`src/rtl/pll_lock_supervisor.sv`:
```
`default_nettype none
// ============================================================================
// pll_lock_supervisor: PLL reset sequencing, lock qualification, phase stepping
// Rev 1.0
// ============================================================================
module pll_lock_supervisor #(
  parameter int RST_CYCLES    = 250,
  parameter int LOCK_TIMEOUT  = 25000,
  parameter int STABLE_CYCLES = 2500,
  parameter int MAX_RETRIES   = 3
) (
  input  logic       clk_in,
  input  logic       reset_n,
  input  logic       pll_locked,
  output logic       pll_reset,
  output logic       sys_reset_n,
  output logic       ready,
  output logic       fail,
  output logic [3:0] retry_count,
  input  logic       ps_req,
  input  logic       ps_dir,
  input  logic [1:0] ps_sel,
  output logic       ps_ack,
  output logic [1:0] pll_phasesel,
  output logic       pll_phasedir,
  output logic       pll_phasestep
);

  // One shared counter, sized for the longest interval (phase-step phases need up to 4).
  localparam int CNT_AB  = (RST_CYCLES > LOCK_TIMEOUT) ? RST_CYCLES : LOCK_TIMEOUT;
  localparam int CNT_ABC = (CNT_AB > STABLE_CYCLES) ? CNT_AB : STABLE_CYCLES;
  localparam int CNT_TOP = (CNT_ABC > 4) ? CNT_ABC : 4;
  localparam int CNT_W   = $clog2(CNT_TOP + 1);

  localparam logic [CNT_W-1:0] C_RST_LAST     = CNT_W'(RST_CYCLES - 1);
  localparam logic [CNT_W-1:0] C_LOCK_LAST    = CNT_W'(LOCK_TIMEOUT - 1);
  localparam logic [CNT_W-1:0] C_STABLE_LAST  = CNT_W'(STABLE_CYCLES - 1);
  localparam logic [CNT_W-1:0] C_SETUP_LAST   = CNT_W'(1);
  localparam logic [CNT_W-1:0] C_PULSE_LAST   = CNT_W'(3);
  localparam logic [CNT_W-1:0] C_RECOVER_LAST = CNT_W'(1);
  localparam logic [3:0]       C_RETRY_LIMIT  = 4'(MAX_RETRIES);

  localparam logic [2:0] C_ST_HOLD       = 3'd0;
  localparam logic [2:0] C_ST_WAIT_LOCK  = 3'd1;
  localparam logic [2:0] C_ST_STABLE     = 3'd2;
  localparam logic [2:0] C_ST_RUN        = 3'd3;
  localparam logic [2:0] C_ST_FAILED     = 3'd4;
  localparam logic [2:0] C_ST_PH_SETUP   = 3'd5;
  localparam logic [2:0] C_ST_PH_PULSE   = 3'd6;
  localparam logic [2:0] C_ST_PH_RECOVER = 3'd7;

  logic [2:0]       r_state;
  logic [CNT_W-1:0] r_cnt;
  logic             r_sync;
  logic             r_locked_s;
  logic [CNT_W-1:0] w_cnt_inc;
  logic [3:0]       w_retry_inc;

  assign w_cnt_inc   = (r_cnt == '1) ? r_cnt : r_cnt + 1'b1;
  assign w_retry_inc = (retry_count == 4'hF) ? retry_count : retry_count + 4'd1;

  always_ff @(posedge clk_in) begin
    if (!reset_n) begin
      r_sync        <= 1'b0;
      r_locked_s    <= 1'b0;
      r_state       <= C_ST_HOLD;
      r_cnt         <= '0;
      pll_reset     <= 1'b1;
      sys_reset_n   <= 1'b0;
      ready         <= 1'b0;
      fail          <= 1'b0;
      retry_count   <= 4'd0;
      ps_ack        <= 1'b0;
      pll_phasesel  <= 2'd0;
      pll_phasedir  <= 1'b0;
      pll_phasestep <= 1'b1;
    end else begin
      r_sync     <= pll_locked;
      r_locked_s <= r_sync;
      ps_ack     <= 1'b0;
      case (r_state)
        C_ST_HOLD: begin
          if (r_cnt == C_RST_LAST) begin
            r_state   <= C_ST_WAIT_LOCK;
            r_cnt     <= '0;
            pll_reset <= 1'b0;
          end else begin
            r_cnt <= w_cnt_inc;
          end
        end
        C_ST_WAIT_LOCK: begin
          if (r_locked_s) begin
            r_state <= C_ST_STABLE;
            r_cnt   <= '0;
          end else if (r_cnt == C_LOCK_LAST) begin
            retry_count <= w_retry_inc;
            r_cnt       <= '0;
            pll_reset   <= 1'b1;
            if (w_retry_inc == C_RETRY_LIMIT) begin
              r_state <= C_ST_FAILED;
              fail    <= 1'b1;
            end else begin
              r_state <= C_ST_HOLD;
            end
          end else begin
            r_cnt <= w_cnt_inc;
          end
        end
        C_ST_STABLE: begin
          // A dropout restarts qualification without costing a retry.
          if (!r_locked_s) begin
            r_state <= C_ST_WAIT_LOCK;
            r_cnt   <= '0;
          end else if (r_cnt == C_STABLE_LAST) begin
            r_state     <= C_ST_RUN;
            r_cnt       <= '0;
            ready       <= 1'b1;
            sys_reset_n <= 1'b1;
            retry_count <= 4'd0;
          end else begin
            r_cnt <= w_cnt_inc;
          end
        end
        C_ST_RUN: begin
          retry_count <= 4'd0;
          if (!r_locked_s) begin
            r_state     <= C_ST_HOLD;
            r_cnt       <= '0;
            pll_reset   <= 1'b1;
            sys_reset_n <= 1'b0;
            ready       <= 1'b0;
          end else if (ps_req) begin
            r_state      <= C_ST_PH_SETUP;
            r_cnt        <= '0;
            pll_phasesel <= ps_sel;
            pll_phasedir <= ps_dir;
          end
        end
        C_ST_FAILED: begin
          pll_reset   <= 1'b1;
          fail        <= 1'b1;
          sys_reset_n <= 1'b0;
        end
        C_ST_PH_SETUP, C_ST_PH_PULSE, C_ST_PH_RECOVER: begin
          if (!r_locked_s) begin
            r_state       <= C_ST_HOLD;
            r_cnt         <= '0;
            pll_reset     <= 1'b1;
            sys_reset_n   <= 1'b0;
            ready         <= 1'b0;
            pll_phasestep <= 1'b1;
          end else if (r_state == C_ST_PH_SETUP) begin
            if (r_cnt == C_SETUP_LAST) begin
              r_state       <= C_ST_PH_PULSE;
              r_cnt         <= '0;
              pll_phasestep <= 1'b0;
            end else begin
              r_cnt <= w_cnt_inc;
            end
          end else if (r_state == C_ST_PH_PULSE) begin
            if (r_cnt == C_PULSE_LAST) begin
              r_state       <= C_ST_PH_RECOVER;
              r_cnt         <= '0;
              pll_phasestep <= 1'b1;
            end else begin
              r_cnt <= w_cnt_inc;
            end
          end else begin
            // Ack is registered one cycle early so it lands in the final recover cycle.
            if (r_cnt == C_RECOVER_LAST) begin
              r_state <= C_ST_RUN;
              r_cnt   <= '0;
            end else begin
              r_cnt  <= w_cnt_inc;
              ps_ack <= 1'b1;
            end
          end
        end
        default: begin
          r_state   <= C_ST_HOLD;
          r_cnt     <= '0;
          pll_reset <= 1'b1;
        end
      endcase
    end
  end

endmodule
`default_nettype wire

```
`config.mk`:
```
export PLATFORM = sky130hd
export DESIGN_NAME = pll_lock_supervisor
export DESIGN_NICKNAME = d
export VERILOG_FILES = /design/src/rtl/pll_lock_supervisor.sv
export SDC_FILE = /design/constraint.sdc
export NUM_CORES = 1
export LEC_CHECK = 0
export CORE_MARGIN = 5
export CORE_UTILIZATION = 55
export DETAILED_ROUTE_END_ITERATION = 8
export DONT_BUFFER_PORTS = 1
export GPL_TIMING_DRIVEN = 0
export PLACE_DENSITY = 0.74
export SYNTH_ARGS = -nofsm -noshare
export SYNTH_HDL_FRONTEND = slang
export SYNTH_SLANG_ARGS = --single-unit
```
`constraint.sdc`:
```
create_clock -name clk_in -period 2.92 [get_ports clk_in]
set_clock_uncertainty 0.1 [all_clocks]
set_input_delay 0.584 -clock clk_in [delete_from_list [all_inputs] [get_ports clk_in]]
set_output_delay 0.584 -clock clk_in [all_outputs]
set_load 0.05 [all_outputs]
```
---- After elaboration in Yosys (flattened, before gate mapping) ----
Cells that the tools add are included.
word-level totals
  ROM bits ................................ 0
  input bits .............................. 7
  output and inout bits ................... 13
  latch bits .............................. 0
  memories ................................ 0
  bits in writable memories ............... 0
  bits in registers ....................... 33
  word-level logic and storage cells ...... 123
cells by class
  magnitude comparators ................... 0
  divide/modulo/power cells ............... 0
  $mul .................................... 0
  equal/unequal tests ..................... 31
  muxes and demuxes ....................... 55
  reduce and logical (&&, ||, !) cells .... 19
  bitwise logic cells ..................... 3
  add/subtract/negate cells ............... 2
  shifts and indexed selects .............. 0
operator list
  cell                   count
  $mux 15                13
  $pmux 15 s5            1
  $mux 3                 14
  $eq 15x15->1 const B   2
  $mux 4                 5
  $mux 1                 16
  $reduce_and 4->1       4
  $add 15x1->15 const B  1
  $eq 15x1->1 const B    1
  $eq 15x12->1 const B   1
  $eq 15x2->1 const B    1
  $eq 15x8->1 const B    1
  $pmux 3 s5             1
  $ne 2x2->1 const B     7
  $eq 3x3->1 const B     4
  $pmux 4 s3             1
  $reduce_and 5->1       2
  $ne 3x3->1 const B     3
  $ne 4x4->1 const B     2
  $reduce_and 8->1       1
  $eq 3x2->1 const B     2
  $ne 3x1->1 const B     2
  $reduce_bool 3->1      2
  $ne 5x5->1 const B     1
  other kinds (18)       22

---- Depth between registers and ports, before layout ----
Gate-level depths: netlist of run 1.
  depth after elaboration ................. 7
  depth in mapped cells ................... 9
  mapped depth without buffers ............ 8

---- Worst setup path after synthesis of run 1 ----
Ideal clock, no wire load.
  path kind ............................... register to register
  start point ............................. register r_cnt[0]
  end point ............................... register r_cnt[10]
  arrival time ............................ 1.948 ns
  cell stages (with the launch flop) ...... 8
  path slack .............................. 0.806 ns
  path buffers ............................ 0
  setup time .............................. 0.067 ns
  data required time ...................... 2.753 ns
  clock period less this slack ............ 2.114 ns
  cells stage by stage .................... dfxtp_1 ha_1 and4b_1 and4_4 or3_4 and4_4 or3_1 a21oi_2
on the way
  cells in the longest elaborated chain, start to end .. 7
  elaborated cells between the ends (all ways) .. 19
  those cells by class .................... add/sub (1); eq/ne (6); mux (12)
ends and longest elaborated chain
  element                                               RTL line       text
  start: declaration                                    53             logic [CNT_W-1:0] r_cnt;
  start signal: assignment                              88             r_cnt <= w_cnt_inc;
  start signal: assignment                              106            r_cnt <= w_cnt_inc;
  start signal: assignment                              121            r_cnt <= w_cnt_inc;
  $add 15x1->15 / $eq 15x15->1 (equally long branches)  59             assign w_cnt_inc = (r_cnt == '1) ? r_cnt : r_cnt + 1'b1;
  $mux 15                                               59
  $mux 15, on equally long branches                     153, 170, 161
  $mux 15                                               160            end else if (r_state == C_ST_PH_PULSE) begin
  $mux 15                                               152            end else if (r_state == C_ST_PH_SETUP) begin
  $mux 15                                               145            if (!r_locked_s) begin
  $pmux 15 s5 (*)                                       81             case (r_state)
Mark *: on every way between the ends. The rest lies on a longest branch, timed or not.
A chain may end at the register's enable or synchronous reset.

---- Worst setup path in the final report of run 1 ----
  start point ............................. register r_state[1]
  end point ............................... register r_cnt[6]
on the way
  cells in the longest elaborated chain, start to end .. 5
  elaborated cells between the ends (all ways) .. 15
  those cells by class .................... eq/ne (7); mux (4); reduce/logical (4)
ends and longest elaborated chain
  element                   RTL line  text
  start: declaration        52        logic [2:0] r_state;
  start signal: assignment  66        r_state <= C_ST_HOLD;
  start signal: assignment  84        r_state <= C_ST_WAIT_LOCK;
  start signal: assignment  93        r_state <= C_ST_STABLE;
  $eq 3x3->1                81, 160
  $mux 15                   160
  $mux 15                   152
  $mux 15                   145
  $pmux 15 s5               81
  end signal: assignment    88
  end signal: assignment    158       r_cnt <= w_cnt_inc;
  end signal: assignment    166       r_cnt <= w_cnt_inc;
Several ways; a longest one is shown, not always the timed one.

==> impl_metrics.ini, run 1 <==
[run_status]
outcome = finished clean

[clock_network]
tritoncts = done
cts_resized = 0
cts_buffer_depth = 2
root_buffer = clkbuf_4
cts_hold_buffers = 0
cts_setup_buffers = 0
ctsHtreeMaxLevel = 2
clkTransAtPathRegs_ns = 0.11
cts.sinks = 33
clock_latency_ns = 0.34
cts-buffers-inserted = 5

[place]
place_hpwl_um = 3210
gp_congestion = 0.901
portBuffers = 0

[finish]
seqCellArea_um2 = 661
drive_above_1_share_pct = 10.3
fillCellCount = 325
fin_nets = 252
area_growth_pct = 5.70
multi_input_area_um2 = 1160
antenna_cells = 0
fin_util_pct = 60.4

[synth]
synth.distinct_cells = 57
synth.area.top_cells = dfxtp_1 (35%), nor2_1 (5.1%), nand2_1 (3.5%)
yosysWarnings = 0
synthCells = 235
synth-edff-count = 0
ys.flop_type = dfxtp_1
synth_top_area_cell = dfxtp_1
syn_nets = 245
ys_seq_area_share_pct = 34.6
syn_area_per_cell_um2 = 8.12
ys_ff_latch = 33
synth_most_common_cell = dfxtp_1
synth_top_area_share_pct = 34.6
async_reset_ff_share_pct = 0
synth_commonest_cells = dfxtp_1 (33), nor2_1 (26), nand2_1 (18)
syn_area_um2 = 1910

[grt]
antenna_found_initial = 0
grt_pass1_wl_um = 7440
grt_max_degree = 11
grt_usage_pct = 20.7
grt_pass1_vias = 1618
gr-total-overflow = 0

[pwr]
p_leak_nw = 0.711
p_int_mw = 0.605
power_density_nw_per_um2 = 431
p_sw_mw = 0.264
peakVddDrop_uv = 269
switching_share_pct = 30.4
p_comb_share_pct = 14.6
total_power_mw = 0.869
p_seq_share_pct = 56.7
clockPowerShare_pct = 28.7

[sta]
drv_slew = 0
rsz0062_at_grt = false
tightest_slew_ns = 0.746
min_period_ns = 2.34
period_share_pct = 80.0
setup_tns_ns = 0
setup_viol = 0
finalHoldViolCount = 0
fmaxAchievable_ghz = 0.428
relSlewSlack_pct = 50.0

[die]
core_area_um2 = 3340
die_area_um2 = 4750
initial_utilization_pct = 57.2
die_w_um = 68.9
ios = 20
fp.dieH_um = 68.9
num_rows = 21

[route]
vias = 1738
wire_per_inst_um = 15.0
viasPerCell = 6.01
drc_errors = 0
dr.pass1.iters = 4
wirelength_um = 4340
ant_nets = 0
drtIter0Drc = 121

[setup_path]
crit_type = reg2reg
critPathArrivalTime_ns = 2.48
crit_required_ns = 3.06
cp_max_fo = 9
critical_path.startpoint_type = register
cp-end-kind = register

[job]
maxCapViolCount = 0

[hold_path]
hold_path.class = in2reg
kinds of logic (layout without fill, tap and decap cells):
group                    Yosys count  count (layout)  share of synthesized area, %
adder cells (fa/ha/maj)            3               3                          1.97
buffers and inverters             20              28                          4.52
flip-flops                        33              33                          34.6
multiplexers                       3               3                          1.57
XOR/XNOR                           9               9                          4.13
AND/OR/NAND/NOR                  111             111                          33.0
AO/OA/AOI/OAI                     56              56                          20.2
layer usage:
metal / vias to the layer above / GRT usage, % / wire (um)
li1: 889 / - / -
met1: 800 / 26.4 / 2040
met2: 43 / 32.6 / 2060
met3: 6 / 5.35 / 181
met4: 0 / 9.25 / 50
met5: - / 0 / 0
power groups by stage:
| stage | Sequential, mW | Clock, mW | Combinational, mW |
|---|---|---|---|
| global placement | 0.502 | 0 | 0.124 |
| floorplan | 0.498 | 0 | 0.100 |
| finish | 0.493 | 0.249 | 0.127 |
| detailed placement | 0.503 | 0 | 0.126 |
| global route | 0.496 | 0.282 | 0.140 |
| CTS | 0.493 | 0.257 | 0.126 |
stage by stage:
stage	setup slack (ns)	hold slack (ns)	area, um^2	cells
2_1_floorplan	0.806	0.312	1910	235
3_3_place_gp	0.684	0.319	1970	281
3_5_place_dp	0.670	0.324	1970	281
4_1_cts	0.618	0.249	2020	289
5_1_grt	0.331	0.246	2020	289
6_report	0.584	0.259	2020	289
path summary, 6_finish.rpt:
path,endpoint,startpoint,slack (ns),cells after the start
max,r_cnt[6]$_SDFFE_PN0P_,r_state[1]$_SDFFE_PN0P_,0.58,7
min,r_sync$_SDFF_PN0_,pll_locked,0.26,1
max reg2reg,r_cnt[6]$_SDFFE_PN0P_,r_state[1]$_SDFFE_PN0P_,0.58,7
min reg2reg,r_locked_s$_SDFF_PN0_,r_sync$_SDFF_PN0_,0.34,1
worst max-delay path, cell delays in order, from the launching register on:
cell      delay, ns
dfxtp_1        0.32
clkbuf_1       0.30
nand2b_1       0.24
o31ai_2        0.69
a211oi_1       0.22
nand3_1        0.16
xor2_1         0.16
nor2_1         0.05
layout make-up:
cell class	instances	area share [%]
Inverter	8	1.49
Tap cell	46	2.85
Buffer	12	2.79
Multi-Input combinational cell	182	57.6
Clock inverter	2	0.496
Clock buffer	6	2.05
Sequential cell	33	32.8
cells in the final DEF (no fill, tap or decap), drive strengths merged, types with 7 or more instances in the layout:
cell	netlist	final
nor2	26	26
and3	7	7
o21ai	11	11
dfxtp	33	33
nand4	8	8
a31oi	9	9
nor3	9	9
nand3	9	9
clkbuf	10	16
inv	8	8
a21oi	12	12
nand2	18	18
sequential cells by signal (all words and copies together) (netlist names):
| register | flops |
|---|---|
| fail | 1 |
| pll_phasedir | 1 |
| pll_phasesel | 2 |
| pll_phasestep | 1 |
| pll_reset | 1 |
| ps_ack | 1 |
| r_cnt | 15 |
| r_locked_s | 1 |
| r_state | 3 |
| r_sync | 1 |
| ready | 1 |
| retry_count | 4 |
| sys_reset_n | 1 |
Note: power is estimated with default switching activity, not from simulation.
==> run 2, diff against run 1 <==
- clock period: 2.92 -> 2.2 ns (I/O delays scaled with it)
==> run 2 against run 1 <==
Critical path depth did not move; non-clock buffer count increased by 5; design area rose by 5.7%; global-route usage is 0.068 points higher; register-to-register slack got worse by 0.52 ns; die area unchanged.
==> impl_metrics.ini, run 2 (same netlist as run 1, synthesis figures left out) <==
[finish]
regMostFlops = r_cnt
largest_register_ffs = 15
drive_above_1_share_pct = 17.3
largestRegisters = r_cnt x15, retry_count x4, r_state x3
fin_cells = 294
layout_common_cells = dfxtp_1 (30), nor2_1 (26), nand2_1 (18), a21oi_1 (11), clkbuf_1 (10)
area_growth_pct = 11.7
final_common_cell = dfxtp_1
fin_nets = 257
antenna_cells = 0

[setup_path]
r2r_start = r_cnt[5]$_SDFFE_PN0P_
cp-end-kind = register
critPathArrivalTime_ns = 2.24
cp.depth = 7
cpPeakStageDelay_ns = 0.48
crit_type = reg2reg
r2r_slack_ns = 0.07
startpoint = r_cnt[5]$_SDFFE_PN0P_
cp_max_fo = 7
slowest_stage = dfxtp_1
critical_path.startpoint_type = register
endpoint = r_cnt[2]$_SDFFE_PN0P_
regToRegEndpoint = r_cnt[2]$_SDFFE_PN0P_
cp.buffers_inverters = 1
critical-path-top-delay-family = simple AND/OR/NAND/NOR gates
crit_required_ns = 2.31
worst-r2r-cell-count = 7
crit_chain = nand4_1 -> or4_4 -> o21ai_2 -> nand4_2 -> o21ai_4 -> buf_4 -> a311oi_1

[sta]
relSlewSlack_pct = 56.9
setup_tns_ns = 0
holdWs_ns = 0.118
setup_viol = 0
tightest_slew_ns = 0.646
period_share_pct = 96.9
drv_slew = 0
finalHoldViolCount = 0
min_period_ns = 2.13
fmaxAchievable_ghz = 0.469

[die]
fp.dieH_um = 68.9
die_w_um = 68.9
die_area_um2 = 4750
core_area_um2 = 3340
num_rows = 21
ios = 20
initial_utilization_pct = 57.2

[grt]
gr-total-overflow = 0
grt_max_degree = 11
antenna_found_initial = 0
grt_busiest_layer = met2
gr-usage-met2_pct = 33.0
grt_pass1_wl_um = 7470
grt_usage_pct = 20.8
grt_util_met1_pct = 26.3
met3_usage_pct = 5.35
grt_pass1_vias = 1627

[pwr]
peakVddDrop_uv = 374
p_leak_nw = 0.753
clockPowerShare_pct = 27.8
p_comb_share_pct = 16.1
switching_share_pct = 30.5
p_int_mw = 0.820
power_density_nw_per_um2 = 553
p_sw_mw = 0.360
p_seq_share_pct = 56.1

[clock_network]
root_buffer = clkbuf_4
cts_buffer_depth = 2
clock_latency_ns = 0.34
cts.sinks = 33
tritoncts = done
ctsHtreeMaxLevel = 2
cts-buffers-inserted = 5
cts_hold_buffers = 0
clkTransAtPathRegs_ns = 0.10

[place]
gp_congestion = 0.901
place_hpwl_um = 3210
dp.cells = 281
portBuffers = 0

[route]
ant_nets = 0
viasPerCell = 6.09
dr.pass1.iters = 4
drtIter0Drc = 158
wirelength_um = 4460
wire_per_inst_um = 15.2
vias = 1790
drc_errors = 0

[hold_path]
hold_path.class = in2reg
whs_path_depth = 1

[job]
maxCapViolCount = 0

[run_status]
outcome = finished clean
run 2: stage by stage:
step / utilization (%) / setup slack, ns / power [mW] / area, um^2
6_report: 63.9 / 0.0676 / 1.18 / 2130
5_1_grt: 63.9 / -0.0150 / 1.25 / 2130
2_1_floorplan: - / 0.0857 / 0.794 / 1910
4_1_cts: 61.2 / 0.0135 / 1.17 / 2040
3_3_place_gp: 58.9 / -0.0364 / 0.832 / 1970
3_5_place_dp: 58.9 / -0.0504 / 0.834 / 1970
run 2: cell type report:
| class | count | area (um^2) |
|---|---|---|
| Multi-Input combinational cell | 182 | 1230 |
| Inverter | 8 | 30.0 |
| Sequential cell | 33 | 667 |
| Fill cell | 314 | 1200 |
| Tap cell | 46 | 57.6 |
| Timing Repair Buffer | 5 | 37.5 |
| Clock inverter | 2 | 10.0 |
| Clock buffer | 6 | 41.3 |
| Buffer | 12 | 57.6 |
run 2: worst min path at each step:
stage / from / to
after global routing: pll_locked / r_sync$_SDFF_PN0_
after floorplan: r_sync$_SDFF_PN0_ / r_locked_s$_SDFF_PN0_
final: pll_locked / r_sync$_SDFF_PN0_
after detailed placement: r_sync$_SDFF_PN0_ / r_locked_s$_SDFF_PN0_
after CTS: pll_locked / r_sync$_SDFF_PN0_
after global placement: r_sync$_SDFF_PN0_ / r_locked_s$_SDFF_PN0_
run 2: power by group through the flow:
| stage | Combinational, mW | Sequential [mW] | Clock [mW] |
|---|---|---|---|
| detailed placement | 0.167 | 0.668 | 0 |
| CTS | 0.171 | 0.655 | 0.341 |
| floorplan | 0.133 | 0.661 | 0 |
| finish | 0.189 | 0.662 | 0.328 |
| global route | 0.206 | 0.667 | 0.374 |
| global placement | 0.165 | 0.667 | 0 |
run 2: repair_timing:
action,CTS,global route
pin swaps,1,2
resized for setup,4,15
endpoints found under the setup margin,13,17
setup buffers,1,4
run 2: metal layers:
layer	wire length (um)	part of all wire, %	up-vias
li1	-	-	903
met1	2000	45	827
met2	2170	49	50
met3	209	4.7	10
met4	81	1.8	0
met5	0	0	-
